[config.mk]
export PLATFORM = sky130hd
export DESIGN_NAME = adder_pipe
export DESIGN_NICKNAME = d
export VERILOG_FILES = /design/src/rtl/adder_pipe.sv
export SDC_FILE = /design/constraint.sdc
export NUM_CORES = 1
export LEC_CHECK = 0
export ABC_AREA = 1
export BUFFER_PORTS_ARGS = -buffer_cell sky130_fd_sc_hd__buf_4
export CAP_MARGIN = 20
export CORE_MARGIN = 2
export CORE_UTILIZATION = 40
export CTS_CLUSTER_DIAMETER = 50
export DETAILED_ROUTE_END_ITERATION = 8
export SYNTH_ARGS = -nofsm -noshare
export SYNTH_HDL_FRONTEND = slang
export SYNTH_SLANG_ARGS = --single-unit
[constraint.sdc]
create_clock -name clk -period 1.9 [get_ports clk]
set_input_delay 0.38 -clock clk [delete_from_list [all_inputs] [get_ports clk]]
set_output_delay 0.38 -clock clk [all_outputs]
set_load 0.005 [all_outputs]
[src/rtl/adder_pipe.sv]
// adder_pipe: pipelined add/subtract/accumulate unit with valid/ready handshake
//   clk       in   clock, rising edge
//   reset     in   asynchronous active-low reset
//   in_valid  in   op/A/B valid
//   in_ready  out  transaction accepted this cycle (= pipeline advance)
//   op        in   00 add, 01 subtract, 10 accumulate, 11 clear accumulator
//   A, B      in   WIDTH-bit operands (B unused by op 10/11)
//   out_valid out  sum/ovf hold a result
//   out_ready in   consumer takes the result this cycle
//   sum       out  WIDTH+1-bit result
//   ovf       out  signed overflow (add/sub) or accumulator carry-out
module adder_pipe #(
  parameter int WIDTH   = 8,
  parameter int LATENCY = 2
) (
  input  logic             clk,
  input  logic             reset,
  input  logic             in_valid,
  output logic             in_ready,
  input  logic [1:0]       op,
  input  logic [WIDTH-1:0] A,
  input  logic [WIDTH-1:0] B,
  output logic             out_valid,
  input  logic             out_ready,
  output logic [WIDTH:0]   sum,
  output logic             ovf
);
  logic               adv, acc_en, ovf_d;
  logic [WIDTH:0]     add_d, sub_d, res_d, acc_q, acc_d;
  logic [WIDTH+1:0]   accum_d;
  logic [LATENCY-1:0] vld_q, ovf_q;
  logic [WIDTH:0]     sum_q [LATENCY];
  // the whole pipeline moves in lockstep; bubbles are kept, not squeezed out
  assign adv       = out_ready | ~out_valid;
  assign in_ready  = adv;
  assign acc_en    = in_valid & adv;
  assign out_valid = vld_q[LATENCY-1];
  assign sum       = sum_q[LATENCY-1];
  assign ovf       = ovf_q[LATENCY-1];
  // results are computed at acceptance so the accumulator sees ops in order
  always_comb begin
    add_d   = {1'b0, A} + {1'b0, B};
    sub_d   = {1'b0, A} - {1'b0, B};
    accum_d = {1'b0, acc_q} + {2'b0, A};
    res_d   = op == 2'd0 ? add_d : op == 2'd1 ? sub_d : op == 2'd2 ? accum_d[WIDTH:0] : '0;
    ovf_d   = op == 2'd0 ? (A[WIDTH-1] == B[WIDTH-1]) && (add_d[WIDTH-1] != A[WIDTH-1]) :
              op == 2'd1 ? (A[WIDTH-1] != B[WIDTH-1]) && (sub_d[WIDTH-1] != A[WIDTH-1]) :
              op == 2'd2 ? accum_d[WIDTH+1] : 1'b0;
    acc_d   = !acc_en ? acc_q : op == 2'd2 ? accum_d[WIDTH:0] : op == 2'd3 ? '0 : acc_q;
  end
  always_ff @(posedge clk or negedge reset)
    if (!reset) begin
      acc_q <= '0;
      vld_q <= '0;
      ovf_q <= '0;
      for (int i = 0; i < LATENCY; i++) sum_q[i] <= '0;
    end else begin
      acc_q <= acc_d;
      if (adv) begin
        vld_q[0] <= in_valid;
        sum_q[0] <= res_d;
        ovf_q[0] <= ovf_d;
        for (int i = 1; i < LATENCY; i++) begin
          vld_q[i] <= vld_q[i-1];
          sum_q[i] <= sum_q[i-1];
          ovf_q[i] <= ovf_q[i-1];
        end
      end
    end
endmodule

==> flow_summary.toml, run 1 <==
[yosys]
netlist_area_um2 = 2660
synth_flop_cell = "dfrtp_1"
yosysUniqueCellTypes = 28
synth_fp_nets = 443
synth_top_area_share_pct = 29.1
synth_area_leader_cell = "dfrtp_1"
synthTopCellsByCount = "133 x nand2_1, 44 x inv_1, 41 x nand3_1"
ys_warn_count = 0
async_flop_share_pct = 100
yosysSeqAreaShare_pct = 29.1
yosysMostFrequentCell = "nand2_1"
synthesis.instances = 394
yosys_register_bits = 31
synth_edf_count = 0
yosys-top-cells-area = "dfrtp_1 29%, nand2_1 19%, ha_1 11%"
avgSynthCellArea_um2 = 6.76

[placed_design]
port_buffers = 33
dp_hpwl_mm = 5.63
gp_congestion = 0.880

[route]
viasPerCell = 5.02
ant_nets = 0
drc = 0
num_vias = 2603
routed_wl_mm = 6.92
drt_iter0_markers = 74
first_pass_iters = 4
wl_per_cell_um = 13.3

[run]
drv_cap = 0

[clocking]
cts_sinks = 31
numCtsBuffers = 5
cts_max_level = 2
cts-root-buf = "clkbuf_8"
clk_pin_slew_worst_paths_ns = 0.07
post_cts_buffers = 0
clkLatencyLatePin_ns = 0.28
cts_buffer_depth = 2
tritoncts = "done"
cts_hold_buf = 0

[floorplanning]
die_x_um = 85.6
start_util_pct = 41.7
coreArea_um2 = 6390
rows = 29
die_h_um = 85.6
dieArea_um2 = 7320
num_io_pins = 34

[critical_path]
crit_type = "reg2reg"
cp.arrival_ns = 1.92
critPathMaxFanout = 4
worstSetupEndpointType = "register"
critical_path.startpoint_type = "register"
critical_path_required_ns = 2.08

[timing]
skew_ns = 0.00268
slew_viol_final = 0
setup_violations = 0
tightest_slew_ns = 0.409
max_slew_margin_pct = 72.8
min_period_ns = 1.75
fin_crit_sh_pct = 92.0
hold_ws_ns = 0.0291
grt_setup_unrepaired = "true"
clock.fmax_mhz = 572
hold_viol = 0

[layout]
layout.nets = 490
area_growth_pct = 20.7
drive_gt1_share_pct = 19.2
fill_cells = 669
n_antenna_cell = 0

[power_and_ir_drop]
clockPowerShare_pct = 28.1
p_sw_share_pct = 33.8
sequentialPowerShare_pct = 35.8
p_leak_nw = 1.80
combPwrFrac_pct = 36.1
p_per_area_nw_per_um2 = 747
p_sw_mw = 0.812
design_power_total_mw = 2.40
ir_drop_v = 0.000614
intPower_mw = 1.59

[hold_path]
hp-class = "in2async"

[global_routing]
grt_max_degree = 32
grt_pass1_wl_mm = 11.7
track_usage_pct = 20.2
grt_pass1_vias = 2561
grt-ovfl-total = 0
antenna_found_initial = 0

[run_status]
status = "completed"
## through the flow
| stage | setup slack (ns) | setup TNS (ns) | instances | utilization, % | cell area, um^2 |
|---|---|---|---|---|---|
| finish | 0.152 | 0 | 519 | 50.3 | 3210 |
| global placement | -0.0630 | -0.0739 | 511 | 48.4 | 3090 |
| global route | -0.00902 | -0.00902 | 519 | 50.3 | 3210 |
| floorplan | 0.202 | 0 | 394 | - | 2660 |
| CTS | 0.0524 | 0 | 519 | 50.2 | 3210 |
| detailed placement | -0.0847 | -0.197 | 511 | 48.4 | 3090 |
## timing repair
item                                    CTS  global route
resized for setup                         0             3
endpoints found under the setup margin    0             3
endpoints found under the hold margin     0             0
## final timing paths
| kind | slack [ns] | cells after the start | end | start |
|---|---|---|---|---|
| max | 0.15 | 10 | sum_q[17] | acc_q[0] |
| min | 0.03 | 1 | sum[8] | reset |
| max reg2reg | 0.15 | 10 | sum_q[17] | acc_q[0] |
| min reg2reg | 0.45 | 2 | vld_q[1] | vld_q[0] |
| max in group asynchronous | 1.58 | 1 | acc_q[8] | reset |
| min in group clk | 0.35 | 3 | vld_q[0] | in_valid |
## critical path: stages (launching register included)
cell and delay (ns):
dfrtp_1 0.39, ha_1 0.21, fa_2 0.37, nand3_1 0.10
nand3_1 0.11, nand2_1 0.11, nand3b_1 0.09, nand3_2 0.10
nand3_1 0.06, nand2_1 0.06, nand2_1 0.04
## placed cells by master, fill, tap and decap left out, drive strengths merged
| cell | instances |
|---|---|
| o22a | 1 |
| dfrtp | 31 |
| o21ai | 21 |
| ha | 24 |
| or2 | 1 |
| clkinv | 1 |
| and3 | 1 |
| nand3 | 41 |
| o21a | 2 |
| nand3b | 3 |
| inv | 53 |
| a21boi | 2 |
| fa | 3 |
| nor2 | 28 |
| nand2 | 133 |
| and2 | 1 |
| bufinv | 1 |
| nand4 | 13 |
| buf | 58 |
| xor2 | 1 |
| a41oi | 1 |
| clkbuf | 6 |
| a21oi | 16 |
## area by class of cell
class / count / area (um^2) / area share, %
multi-input combinational: 292 / 1580 / 49.1
clock buffer: 6 / 82.6 / 2.57
tap: 77 / 96.3 / 3.00
timing repair buffer: 58 / 448 / 13.9
sequential: 31 / 776 / 24.1
inverter: 53 / 199 / 6.19
clock inverter: 2 / 35.0 / 1.09
## registers in the layout, indices dropped and copies added (netlist names)
register	flops
sum	9
acc_q	9
vld_q	2
sum_q	9
ovf_q	2
## cells by family (layout without fill, tap and decap cells)
| group | count (synthesis) | in the layout | share of synthesized area (%) |
|---|---|---|---|
| flops | 31 | 31 | 29.1 |
| fa+ha+maj | 27 | 27 | 13.5 |
| xor+xnor | 1 | 1 | 0.329 |
| compound gates | 43 | 43 | 9.16 |
| simple gates | 221 | 221 | 36.0 |
| buf+inv | 71 | 119 | 11.9 |
## power by group through the flow
stage / registers [mW] / clock network [mW] / logic, mW
after floorplan: 0.850 / 0 / 0.587
after global placement: 0.876 / 0 / 0.855
after detailed placement: 0.875 / 0 / 0.866
after CTS: 0.864 / 0.689 / 0.869
after global routing: 0.878 / 0.714 / 0.993
final: 0.861 / 0.675 / 0.867
## routing by layer
metal  wire length [um]  up-vias  global-route usage (%)
met2               3280       31                    35.1
met3                161        8                    2.69
met1               3370     1207                    26.2
li1                   -     1357                       -
met4                103        0                    6.20
met5                  0        -                       0
Note: power is estimated with default switching activity, not from simulation.
==> inputs of run 2 (changes only) <==
Settings changed: CELL_PAD_IN_SITES_DETAIL_PLACEMENT set to 0, CELL_PAD_IN_SITES_GLOBAL_PLACEMENT set to 1, PLACE_DENSITY_LB_ADDON set to 0.1, SKIP_LAST_GASP set to 1.
==> flow_summary.toml, run 2 (synthesized netlist as in run 1, its figures left out) <==
[hold_path]
hp-class = "in2async"

[layout]
fill_cells = 679
area_growth_pct = 20.7
final_common_cell = "nand2_1"
utilization_pct = 50.3
regArea_um2 = 776
final_cell_mix = "132 x nand2_1, 59 x buf_4, 44 x inv_1"
drive_gt1_share_pct = 19.9
final_cell_area_um2 = 3210
multi_input_area_um2 = 1580
n_antenna_cell = 0
layout.nets = 491

[route]
drt_iter0_markers = 100
num_vias = 2613
wl_met3_um = 251
wl_per_cell_um = 14.4
drc = 0
ant_nets = 0
wl_met1_mm = 3.53
wl_met2_mm = 3.59
first_pass_iters = 4
routed_wl_mm = 7.50
dr.max_layer_used = "met4"
viasPerCell = 5.03

[floorplanning]
rows = 29
start_util_pct = 41.7
num_io_pins = 34
coreArea_um2 = 6390
die_h_um = 85.6
die_x_um = 85.6
dieArea_um2 = 7320

[clocking]
numCtsBuffers = 5
post_cts_buffers = 0
cts-root-buf = "clkbuf_8"
clk_pin_slew_worst_paths_ns = 0.08
cts_sinks = 31
cts_max_level = 2
tritoncts = "done"
cts_hold_buf = 0
clkLatencyLatePin_ns = 0.29
cts_buffer_depth = 2

[timing]
clock.fmax_mhz = 571
fin_crit_sh_pct = 92.1
hold_viol = 0
grt_setup_unrepaired = "true"
tightest_slew_ns = 0.437
max_slew_margin_pct = 70.8
setup_violations = 0
min_period_ns = 1.75
skew_ns = 0.0121
slew_viol_final = 0

[power_and_ir_drop]
p_leak_nw = 1.80
p_per_area_nw_per_um2 = 762
ir_drop_v = 0.000432
design_power_total_mw = 2.45

[critical_path]
critPathLaunch = "acc_q[0]"
crit_type = "reg2reg"
reg2reg_from = "acc_q[0]"
worstSetupEndpointType = "register"
worst_path_largest_cell_delay_ns = 0.39
cp.arrival_ns = 1.93
reg2reg_slack_ns = 0.15
critical_path.startpoint_type = "register"
crit_end = "sum_q[17]"
slowest_stage = "dfrtp_1"
cp_common_cell = "nand3_1"
critPathMaxFanout = 4
critical_path_required_ns = 2.08
crit_chain = "ha_1, fa_2, nand3_1, nand3_1, nand2_1, nand3b_1, nand3_1, nand3_1, nand2_1, nand2_1"
r2r_cells = 10
regToRegEndpoint = "sum_q[17]"

[placed_design]
dp_hpwl_mm = 6.08
gp_congestion = 0.950
port_buffers = 33
place_area_um2 = 3080

[run]
drv_cap = 0

[global_routing]
antenna_found_initial = 0
track_usage_pct = 22.3
grt_pass1_vias = 2688
grt_pass1_wl_mm = 12.7
grt_max_degree = 32
grt-ovfl-total = 0

[run_status]
status = "completed"
run 2: cell count changes in the layout (fill, tap and decap cells not counted), sizes merged:
cell and delta:
buf +1
run 2: worst max-delay path: cells and delay by family, from the launching register on:
| kind | cells | cell delay, ns |
|---|---|---|
| and+or+nand+nor | 8 | 0.68 |
| adders and majority gates | 2 | 0.59 |
| DFF | 1 | 0.39 |
run 2: metrics by stage:
stage	TNS (ns)	hold slack (ns)	setup slack [ns]	cells
CTS	0	0.0580	0.0476	520
detailed placement	-0.158	0.366	-0.0856	512
floorplan	0	0.0844	0.202	394
finish	0	0.0345	0.149	520
global placement	-0.138	0.360	-0.0521	512
global route	-0.00749	0.0645	-0.00749	520
run 2: timing repair:
item / CTS / global route
resized for setup: 0 / 5
hold endpoints to repair: 0 / 0
setup endpoints to repair: 0 / 6
run 2: layout make-up:
class | instances | area share, %
Timing Repair Buffer | 59 | 13.8
Sequential cell | 31 | 24.1
Clock inverter | 2 | 1.09
Multi-Input combinational cell | 292 | 49.2
Inverter | 53 | 6.19
Clock buffer | 6 | 2.57
Tap cell | 77 | 3.00
run 2: metal layers:
layer / track usage [%] / vias up
li1: - / 1356
met1: 29.3 / 1207
met2: 38.4 / 40
met3: 3.18 / 10
met4: 6.06 / 0
met5: 0 / -
run 2: power breakdown:
part / internal [mW] / switching (mW)
clock: 0.425 / 0.267
combinational: 0.396 / 0.501
sequential: 0.785 / 0.0760
total: 1.61 / 0.844
run 2: worst min path at each step:
stage          start        end  slack, ns  cells after the start
3_5_place_dp   reset  sum_q[16]       0.37                      1
6_report       reset   acc_q[5]       0.03                      1
4_1_cts        reset   acc_q[5]       0.06                      1
5_1_grt        reset   acc_q[5]       0.06                      1
3_3_place_gp   reset  sum_q[16]       0.36                      1
2_1_floorplan  reset   acc_q[0]       0.08                      0
